`config.mk`:
```
export PLATFORM = sky130hd
export DESIGN_NAME = req_pacer_arb
export DESIGN_NICKNAME = d
export VERILOG_FILES = /design/src/rtl/req_pacer_pkg.sv /design/src/rtl/req_pacer_arb_rr_pick.sv /design/src/rtl/req_pacer_arb.sv
export SDC_FILE = /design/constraint.sdc
export NUM_CORES = 1
export LEC_CHECK = 0
export CORE_AREA = 2 2 70 72
export DETAILED_ROUTE_END_ITERATION = 8
export DIE_AREA = 0 0 72 74
export SYNTH_ARGS = -nofsm -noshare
export SYNTH_HDL_FRONTEND = slang
export SYNTH_SLANG_ARGS = --single-unit
```
`constraint.sdc`:
```
create_clock -name clk -period 5.55 [get_ports clk]
set_clock_uncertainty 0.05 [all_clocks]
set_input_delay 1.665 -clock clk [delete_from_list [all_inputs] [get_ports clk]]
set_output_delay 1.665 -clock clk [all_outputs]
set_load 0.01 [all_outputs]
```
`src/rtl/req_pacer_pkg.sv`:
```
// Shared types and parameter limits for the req_pacer_arb request sequencer.
package req_pacer_pkg;

  typedef enum logic [1:0] {
    S_IDLE      = 2'd0,
    S_ISSUE     = 2'd1,
    S_WAIT_DONE = 2'd2,
    S_GAP       = 2'd3
  } state_e;

  localparam int NUM_REQ_MIN = 2;
  localparam int NUM_REQ_MAX = 16;
  localparam int MIN_GAP_MAX = 255;
  localparam int TIMEOUT_MIN = 1;
  localparam int GAP_CNT_W   = 8;

endpackage

```
`src/rtl/req_pacer_arb_rr_pick.sv`:
```
// Combinational round-robin picker: first set request at or after ptr, wrapping.
module rr_pick
  import req_pacer_pkg::*;
#(
  parameter int NUM_REQ = 4,
  localparam int ID_W   = $clog2(NUM_REQ)
) (
  input  logic [NUM_REQ-1:0] req,
  input  logic [ID_W-1:0]    ptr,
  output logic [NUM_REQ-1:0] win,
  output logic [ID_W-1:0]    win_id,
  output logic               valid
);

  localparam int SUM_W = ID_W + 1;

  logic [SUM_W-1:0] sum;
  logic [ID_W-1:0]  idx;

  always_comb begin
    // NOTE: every output and temporary gets a default first so no path leaves them unassigned (no latch).
    win    = '0;
    win_id = '0;
    valid  = 1'b0;
    sum    = '0;
    idx    = '0;
    for (int k = 0; k < NUM_REQ; k++) begin
      sum = {1'b0, ptr} + SUM_W'(k);
      if (sum >= SUM_W'(NUM_REQ)) sum = sum - SUM_W'(NUM_REQ);
      idx = sum[ID_W-1:0];
      if (!valid && req[idx]) begin
        valid    = 1'b1;
        win[idx] = 1'b1;
        win_id   = idx;
      end
    end
  end

endmodule

```
`src/rtl/req_pacer_arb.sv`:
```
// Round-robin arbiter that issues one-cycle resource requests, waits for done or
// timeout, then holds off for MIN_GAP cycles before the next grant.
module req_pacer_arb
  import req_pacer_pkg::*;
#(
  parameter int NUM_REQ = 4,
  parameter int MIN_GAP = 1,
  parameter int TIMEOUT = 16,
  localparam int ID_W   = $clog2(NUM_REQ)
) (
  input  logic               clk,
  input  logic               rst,
  input  logic [NUM_REQ-1:0] req_in,
  output logic [NUM_REQ-1:0] gnt,
  output logic [ID_W-1:0]    gnt_id,
  output logic               res_req,
  input  logic               res_done,
  output logic               busy,
  output logic               timeout_err
);

  localparam int WCNT_W = $clog2(TIMEOUT + 1);
  localparam logic [WCNT_W-1:0] TIMEOUT_V = WCNT_W'(TIMEOUT);

  if (NUM_REQ < NUM_REQ_MIN || NUM_REQ > NUM_REQ_MAX) begin : g_bad_num_req
    $error("req_pacer_arb: NUM_REQ must be in 2..16");
  end
  if (MIN_GAP < 0 || MIN_GAP > MIN_GAP_MAX) begin : g_bad_min_gap
    $error("req_pacer_arb: MIN_GAP must be in 0..255");
  end
  if (TIMEOUT < TIMEOUT_MIN) begin : g_bad_timeout
    $error("req_pacer_arb: TIMEOUT must be at least 1");
  end

  state_e                state;
  logic [ID_W-1:0]       ptr;
  logic [WCNT_W-1:0]     wait_cnt;
  logic [GAP_CNT_W-1:0]  gap_cnt;

  logic [NUM_REQ-1:0]    pick_win;
  logic [ID_W-1:0]       pick_id;
  logic                  pick_valid;
  logic [ID_W-1:0]       ptr_next;

  rr_pick #(.NUM_REQ(NUM_REQ)) u_pick (
    .req    (req_in),
    .ptr    (ptr),
    .win    (pick_win),
    .win_id (pick_id),
    .valid  (pick_valid)
  );

  assign ptr_next = (pick_id == ID_W'(NUM_REQ - 1)) ? '0 : pick_id + ID_W'(1);

  // NOTE: sequential state uses non-blocking assignments only, so every flop samples pre-edge values.
  always_ff @(posedge clk) begin
    if (rst) begin
      state       <= S_IDLE;
      gnt         <= '0;
      gnt_id      <= '0;
      res_req     <= 1'b0;
      busy        <= 1'b0;
      timeout_err <= 1'b0;
      ptr         <= '0;
      wait_cnt    <= '0;
      gap_cnt     <= '0;
    end else begin
      case (state)
        S_IDLE: begin
          if (pick_valid) begin
            state   <= S_ISSUE;
            gnt     <= pick_win;
            gnt_id  <= pick_id;
            res_req <= 1'b1;
            busy    <= 1'b1;
            ptr     <= ptr_next;
          end
        end
        S_ISSUE: begin
          // A done seen while the request is still on the wire is stale and dropped.
          state    <= S_WAIT_DONE;
          res_req  <= 1'b0;
          wait_cnt <= WCNT_W'(1);
        end
        S_WAIT_DONE: begin
          if (res_done || wait_cnt == TIMEOUT_V) begin
            if (!res_done) timeout_err <= 1'b1;
            gnt <= '0;
            if (MIN_GAP == 0) begin
              state <= S_IDLE;
              busy  <= 1'b0;
            end else begin
              state   <= S_GAP;
              gap_cnt <= GAP_CNT_W'(MIN_GAP);
            end
          end else begin
            wait_cnt <= wait_cnt + WCNT_W'(1);
          end
        end
        S_GAP: begin
          if (gap_cnt < GAP_CNT_W'(2)) begin
            state   <= S_IDLE;
            busy    <= 1'b0;
            gap_cnt <= '0;
          end else begin
            gap_cnt <= gap_cnt - GAP_CNT_W'(1);
          end
        end
        default: state <= S_IDLE;
      endcase
    end
  end

  a_req_pulse: assert property (@(posedge clk) disable iff (rst) res_req |=> !res_req)
    else $error("req_pacer_arb: res_req high on consecutive cycles");
  a_gnt_onehot0: assert property (@(posedge clk) disable iff (rst) $onehot0(gnt))
    else $error("req_pacer_arb: gnt not one-hot-or-zero");
  a_req_gnt: assert property (@(posedge clk) disable iff (rst) res_req |-> $onehot(gnt))
    else $error("req_pacer_arb: res_req without a single grant");

endmodule

```
# --- Word-level counts from Yosys, hierarchy flattened ---
# Cells that the tools add are included.
totals:
  regBits: 26
  inputBits: 7
  wordCells: 119
  out_inout_bits: 9
op_classes:
  n_lt_le_gt_ge: 13
  muxes: 49
  n_reduce_logical: 25
  n_addsub: 10
  bitwise_logic: 4
  eq_ne: 9
op_table:
  columns: ["op", "count"]
  rows:
  - ["$mux 2", 12]
  - ["$mux 4", 6]
  - ["$mux 8", 2]
  - ["$pmux 8 s2", 1]
  - ["$mux 1", 14]
  - ["$lt 2x3->1 const B", 4]
  - ["$or 4x4->4", 3]
  - ["$reduce_and 3->1", 4]
  - ["$pmux 5 s2", 1]
  - ["$reduce_bool 2->1", 5]
  - ["$ge 3x3->1 const B", 3]
  - ["$bmux 1 s2", 4]
  - ["$demux 1 s2", 4]
  - ["$ge 2x1->1 const B", 4]
  - ["$lt 8x2->1 const B", 1]
  - ["$ne 2x2->1 const B", 4]
  - ["$pmux 2 s4", 1]
  - ["$pmux 4 s2", 1]
  - ["$reduce_and 2->1", 4]
  - ["$sub 2x1->2 const B", 4]
  - ["$sub 8x1->8 const B", 1]
  - ["$logic_and 1x1->1", 7]
  - ["$add 2x2->3 const B", 2]
  - ["$eq 2x2->1 const B", 3]
  - ["other kinds (12)", 15]

# --- Depth between registers and ports, before layout ---
# Gate-level depths: netlist of the first run.
logic_depth:
  depth_word: 16
  depth_mapped: 9

# --- Cells and area by module ---
# Synthesis of the first run repeated with hierarchy kept, for this count alone.
unflattened:
  cells_unflattened: 201
  area_unflattened_um2: 1756.7
modules_own_cells:
  columns: ["module", "area_per_inst_um2", "instances", "seq_area_each_um2", "cells_per_inst"]
  rows:
  - ["req_pacer_arb", 1335.0, 1, 520.5, 156]
  - ["rr_pick", 421.7, 1, 0.0, 45]

# --- Least setup slack after synthesis of the first run ---
# OpenSTA, ideal clock, no wires.
synth_timing:
  kind: "input-to-reg"
  from: "input port req_in[0]"
  to: "register gnt[0]"
  n_path_buf: 1
  path_slack_ns: 2.460
  t_required_ns: 5.409
  arrival_ns: 2.949
  path_stages: 6
  cell_sequence: "buf_2 > or3b_1 > a2111o_1 > o211ai_1 > nand2_1 > a311oi_1"
synth_via:
  elab_chain_len: 14
synth_lines:
  columns: ["item", "line", "text"]
  rows:
  - ["from (decl)", "req_pacer_arb.sv:13", "input logic [NUM_REQ-1:0] req_in,"]
  - ["$bmux 1 s2", "req_pacer_arb_rr_pick.sv:31", "if (!valid && req[idx]) begin"]
  - ["$mux 1 (implied by the code)", "req_pacer_arb_rr_pick.sv:31", null]
  - ["$mux 1", "req_pacer_arb_rr_pick.sv:31", null]
  - ["$logic_not 1->1", "req_pacer_arb_rr_pick.sv:31", null]
  - ["$logic_and 1x1->1", "req_pacer_arb_rr_pick.sv:31", null]
  - ["$mux 1", "req_pacer_arb_rr_pick.sv:31", null]
  - ["$logic_not 1->1", "req_pacer_arb_rr_pick.sv:31", null]
  - ["$logic_and 1x1->1", "req_pacer_arb_rr_pick.sv:31", null]
  - ["$mux 1", "req_pacer_arb_rr_pick.sv:31", null]
  - ["$logic_not 1->1", "req_pacer_arb_rr_pick.sv:31", null]
  - ["$logic_and 1x1->1", "req_pacer_arb_rr_pick.sv:31", null]
  - ["$mux 4 or $mux 1 (tied branches)", "req_pacer_arb_rr_pick.sv:31", null]
  - ["$mux 4 or $ne 2x2->1 (tied branches)", null, null]
  - ["$pmux 4 s2 or $reduce_and 3->1 (tied branches)", null, null]
  - ["to (signal assigned)", "req_pacer_arb.sv:72", "gnt <= pick_win;"]
  - ["to (decl)", "req_pacer_arb.sv:14", "output logic [NUM_REQ-1:0] gnt,"]
# Several ways; a longest one is shown, not always the timed one. The select of a mux whose other input is x is not followed.
# A chain may end at the register's enable or synchronous reset.

# --- Worst setup path in the final report of the first run ---
layout_timing:
  from: "input port req_in[3]"
  to: "register gnt[2]"
# The elaborated chain is that of the path after synthesis.

==> flow_summary.toml, run 1 <==
[setup_path]
rrSetupSlack_ns = 2.29
r2r_cells = 7
cp-start-kind = "input port"
slowest_stage = "or4_4"
crit_family = "compound AO/OA/AOI/OAI gates"
r2r_end = "gnt[2]$_SDFFE_PP0P_"
crit_required_ns = 5.66
critPathCaptureType = "flip-flop"
cp_max_fo = 15
path_class = "input port to flip-flop"
crit_buf_inv = 1
crit_arrival_ns = 3.85
max_stage_delay_ns = 0.67
cp_cell_sequence = "clkdlybuf4s50_1 > or4_4 > o22ai_1 > o21ai_0 > o2111a_1 > a311oi_1"

[synthesis]
synth_edf_count = 0
yosys_warnings = 0
synthFlopType = "dfxtp_1"
synthArstFlopShare = 0
syn_area_mm2 = 0.00196
syn_inst = 244
yosysSeqAreaShare = 0.265
syn_nets = 265
synth_top_cell_area_share = 0.265
synth_area_per_cell_um2 = 8.05
synth_cell_types = 52
ys_ff_latch = 26
synth.area.top_cells = "dfxtp_1 27%, ha_1 8.9%, nand2_1 6.3%"
synth_top_area_cell = "dfxtp_1"

[worst_hold_path]
hold_start = "gnt_id[0]$_SDFFE_PP0P_"
hold_path.class = "flip-flop to flip-flop"
holdPathStages = 2
worstHoldEndpoint = "gnt_id[0]$_SDFFE_PP0P_"

[die]
die_w_um = 72
die_area_mm2 = 0.00533
die_h_um = 74
rows = 25
coreArea_mm2 = 0.00460
initial_core_util = 0.427
io_pins = 16

[timing]
period_share = 0.673
rsz0062_at_grt = "false"
finalMaxSlewViolations = 0
final-setup-viol-count = 0
max_freq_mhz = 268
holdWs_ns = 0.412
final_hold_viol_count = 0
fin_tns_setup_ns = 0
layout_min_cycle_time_ns = 3.73
max_slew_margin = 0.490
worst_pin_slew_ns = 0.764

[final_layout]
syn2layout_area_growth_pct = 11.0
final_cell_mix = "33 x nand2_1, 26 x dfxtp_1, 22 x nor2_1"
nets = 271
layout-drive-gt1-share = 0.0643
mostFrequentLayoutCell = "nand2_1"
antenna_cells = 0

[clock_tree]
clkSinkCount = 26
cts-buffers-inserted = 3
cts.path.max_buffers = 2
path_clk_slew_ns = 0.09
cts_tree = "yes"
clock_latency_ns = 0.27
hold_buffers = 0
postCtsSetupRepairBufs = 0
cts_resized = 0
cts-root-buf = "clkbuf_8"
cts_max_level = 1

[routing]
met2_length_um = 2050
first_iter_violations = 93
wirelength_met1_um = 2010
dr.pass1.iters = 4
routedWlPerCell_um = 13.7
detail-route-antenna-nets = 0
drc = 0
wl_met3_um = 51
routed_via_density = 5.74
routed_wl_um = 4150
topRoutingLayerUsed = "met4"
vias = 1739

[pwr]
power_density_mw_per_mm2 = 476
peakVddDrop_mv = 0.142
p_leak_nw = 0.776

[flow_run]
max_cap_viol_count = 0

[global_route]
overflow = 0
antenna_found_initial = 0
grt_max_degree = 22
grt_first_pass_wirelength_um = 7250
grt_usage = 0.165
first_global_vias = 1616

[status]
status = "complete, no violations"

[placement]
place.gp.congestion = 0.793
place_hpwl_um = 3050
io_buffers = 15
==> how the worst max path moves through the flow <==
stage | slack (ns) | end | from | cells past startpoint
final | 1.82 | gnt[2]$_SDFFE_PP0P_ | req_in[3] | 6
after global routing | 1.67 | gnt[2]$_SDFFE_PP0P_ | req_in[3] | 6
after CTS | 1.85 | gnt[2]$_SDFFE_PP0P_ | req_in[3] | 6
after detailed placement | 1.57 | gnt[2]$_SDFFE_PP0P_ | req_in[3] | 6
after global placement | 1.61 | gnt[2]$_SDFFE_PP0P_ | req_in[3] | 6
after floorplan | 2.46 | gnt[0]$_SDFFE_PP0P_ | req_in[0] | 6
==> stage by stage <==
step	std cells	worst slack [ns]	utilization	power, mW	area [um^2]
3_5_place_dp	299	1.57	0.458	0.884	2110
3_3_place_gp	299	1.61	0.458	0.886	2110
4_1_cts	303	1.85	0.474	1.04	2180
5_1_grt	303	1.67	0.474	1.14	2180
6_report	303	1.82	0.474	1.04	2180
2_1_floorplan	244	2.46	-	0.756	1960
==> sequential cells by signal, indices dropped and copies added, names as in the netlist, named ones only <==
register,flops
busy,1
gap_cnt,8
gnt,4
gnt_id,2
ptr,1
res_req,1
state,2
timeout_err,1
wait_cnt,5
==> cell families (layout without fill, tap and decap cells) <==
family / count (synthesis) / in the layout / synth area share
XOR/XNOR: 6 / 6 / 0.0268
AND/OR/NAND/NOR: 94 / 94 / 0.247
flip-flops: 26 / 26 / 0.265
adder cells (fa/ha/maj): 14 / 14 / 0.0892
buffers and inverters: 25 / 30 / 0.0586
AO/OA/AOI/OAI: 67 / 67 / 0.243
multiplexers: 12 / 12 / 0.0701
==> metal layers <==
metal | vias to the layer above | track usage
li1 | 907 | -
met1 | 811 | 0.209
met2 | 17 | 0.309
met3 | 4 | 0.0122
met4 | 0 | 0.0335
met5 | - | 0
==> report_power, final <==
group	switching (mW)	internal [mW]	total [mW]
sequential	0.0725	0.243	0.316
combinational	0.304	0.262	0.566
clock	0.0591	0.0965	0.156
total	0.435	0.602	1.04
==> tightest hold or removal path, cell delays in order (launching register included) <==
cell     delay (ns)
dfxtp_1        0.32
nand2_1        0.05
a21oi_1        0.05
==> cell usage after synthesis (all sizes together), types with 4 or more instances <==
| master | number |
|---|---|
| mux2 | 4 |
| inv | 11 |
| mux2i | 7 |
| ha | 14 |
| a21o | 5 |
| xor2 | 5 |
| o2111a | 4 |
| o21ai | 12 |
| o21a | 4 |
| nand2 | 33 |
| buf | 7 |
| nand3b | 5 |
| nor2 | 22 |
| nor3 | 6 |
| a21oi | 18 |
| a211oi | 5 |
| dfxtp | 26 |
| clkbuf | 7 |
| a311oi | 4 |
==> cell type report <==
type                            instances  area, um^2
Fill cell                             470        2420
Sequential cell                        26         520
Timing Repair Buffer                   15         150
Clock inverter                          1        30.0
Tap cell                               54        67.6
Clock buffer                            3        41.3
Inverter                               11        41.3
Multi-Input combinational cell        193        1330
Power figures use the tool's default switching activity.
==> run 2, diff against run 1 <==
clock period = 3.4 ns   (was 5.55 ns; I/O delays follow)
==> run 2 against run 1 <==
  * Design area increased by 2.4%
  * Global-route usage increased by 1.0 points
  * Sequential share of layout area decreased by 0.56 points
  * Largest power group unchanged
  * Worst hold slack improved by 0.0037 ns
  * Clock power increased by 65%
  * First-iteration DRC count decreased by 27%
  * Final cell count increased by 2.3%
  * Die area unchanged
  * Critical path depth unchanged
  * Power increased by 66%
==> flow_summary.toml, run 2 (synthesis gave the netlist of run 1 again) <==
[setup_path]
cp_max_fo = 13
cp-start-kind = "input port"
crit_arrival_ns = 3.07
path_class = "input port to flip-flop"
critPathCaptureType = "flip-flop"
crit_required_ns = 3.54

[global_route]
overflow = 0
grt_max_degree = 21
grt_first_pass_wirelength_um = 7440
grt_usage = 0.175
first_global_vias = 1593
antenna_found_initial = 0

[timing]
final-setup-viol-count = 0
max_freq_mhz = 342
fin_tns_setup_ns = 0
layout_min_cycle_time_ns = 2.92
setup_ws_ns = 0.479
finalMaxSlewViolations = 0
worst_pin_slew_ns = 0.572
period_share = 0.859
rsz0062_at_grt = "false"
max_slew_margin = 0.615
final_hold_viol_count = 0

[final_layout]
multi_input_area_mm2 = 0.00133
stdcell_count = 310
final_cell_mix = "33 x nand2_1, 26 x dfxtp_1, 22 x nor2_1"
syn2layout_area_growth_pct = 13.6
mostFrequentLayoutCell = "nand2_1"
top_regs = "gap_cnt x8, wait_cnt x5, gnt x4"
seqCellArea_um2 = 520
layout-drive-gt1-share = 0.0898
fin_util = 0.485
antenna_cells = 0
nets = 278
largest_register_ff_count = 8
regMostFlops = "gap_cnt"
fillers = 474

[clock_tree]
clkSinkCount = 26
clock_latency_ns = 0.27
cts_tree = "yes"
cts_resized = 0
cts_max_level = 1
path_clk_slew_ns = 0.09
postCtsSetupRepairBufs = 0
cts.path.max_buffers = 2
cts-buffers-inserted = 3
hold_buffers = 0
cts-root-buf = "clkbuf_8"

[pwr]
total_power_mw = 1.72
p_leak_nw = 0.810
peakVddDrop_mv = 0.242
power_density_mw_per_mm2 = 771

[die]
die_h_um = 74
die_area_mm2 = 0.00533
die_w_um = 72
rows = 25
initial_core_util = 0.427
coreArea_mm2 = 0.00460
io_pins = 16

[placement]
dp_cells = 306
io_buffers = 15
place_ws_ns = 0.165
place_hpwl_um = 3300
place.gp.congestion = 0.791

[routing]
first_iter_violations = 68
dr.pass1.iters = 4
detail-route-antenna-nets = 0
routedWlPerCell_um = 13.9
routed_wl_um = 4300
drc = 0
vias = 1735
routed_via_density = 5.60

[flow_run]
max_cap_viol_count = 0

[status]
status = "complete, no violations"

[worst_hold_path]
hold_path.class = "flip-flop to flip-flop"
==> run 2: path summary, 6_finish.rpt <==
kind,start,to,slack (ns),depth (start not counted)
setup / recovery,req_in[0],gnt[0]$_SDFFE_PP0P_,0.48,6
hold / removal,gnt_id[0]$_SDFFE_PP0P_,gnt_id[0]$_SDFFE_PP0P_,0.42,2
setup reg to reg,flip-flop,gnt[3]$_SDFFE_PP0P_,0.88,7
hold reg to reg,gnt_id[0]$_SDFFE_PP0P_,gnt_id[0]$_SDFFE_PP0P_,0.42,2
==> run 2: layout make-up <==
| cell class | instances | share of cell area |
|---|---|---|
| Timing Repair Buffer | 22 | 0.0909 |
| Multi-Input combinational cell | 193 | 0.595 |
| Tap cell | 54 | 0.0303 |
| Clock inverter | 1 | 0.0135 |
| Clock buffer | 3 | 0.0185 |
| Sequential cell | 26 | 0.233 |
| Inverter | 11 | 0.0185 |
==> run 2: report_power, final <==
part           internal, mW  total, mW  switching (mW)
combinational         0.447      0.991           0.544
clock                 0.158      0.258           0.100
sequential            0.397      0.472          0.0751
total                  1.00       1.72           0.720
==> run 2: layer usage <==
| layer | track usage | wire length [um] | up-vias |
|---|---|---|---|
| li1 | - | - | 914 |
| met1 | 0.229 | 2090 | 802 |
| met2 | 0.305 | 2090 | 15 |
| met3 | 0.0163 | 63 | 4 |
| met4 | 0.0566 | 47 | 0 |
| met5 | 0 | 0 | - |
==> run 2: worst max-delay path, cell delays in order <==
cell and delay, ns:
clkdlybuf4s50_1 0.59, or4_4 0.61, or2_2 0.34, nand3_1 0.17
a21oi_1 0.11, a311oi_1 0.23
==> run 2: metrics by stage <==
stage	hold WS (ns)	cell area (um^2)
5_1_grt	0.464	2230
2_1_floorplan	0.415	1960
6_report	0.415	2230
3_5_place_dp	0.402	2160
3_3_place_gp	0.402	2160
4_1_cts	0.421	2230
==> run 3, diff against run 2 <==
--- a/config.mk
+++ b/config.mk
@@ -7,4 +7,5 @@
 export LEC_CHECK = 0
 export CORE_AREA = 2 2 70 72
+export CTS_CLUSTER_DIAMETER = 80
 export DETAILED_ROUTE_END_ITERATION = 8
 export DIE_AREA = 0 0 72 74
--- a/constraint.sdc
+++ b/constraint.sdc
@@ -3,3 +3,3 @@
 set_input_delay 1.02 -clock clk [delete_from_list [all_inputs] [get_ports clk]]
 set_output_delay 1.02 -clock clk [all_outputs]
-set_load 0.01 [all_outputs]
+set_load 0.005 [all_outputs]
==> results of run 3 <==
The final DEF is identical to that of run 2. Status: complete, no violations.
Among the figures that moved: total power 1.72 mW -> 1.71 mW
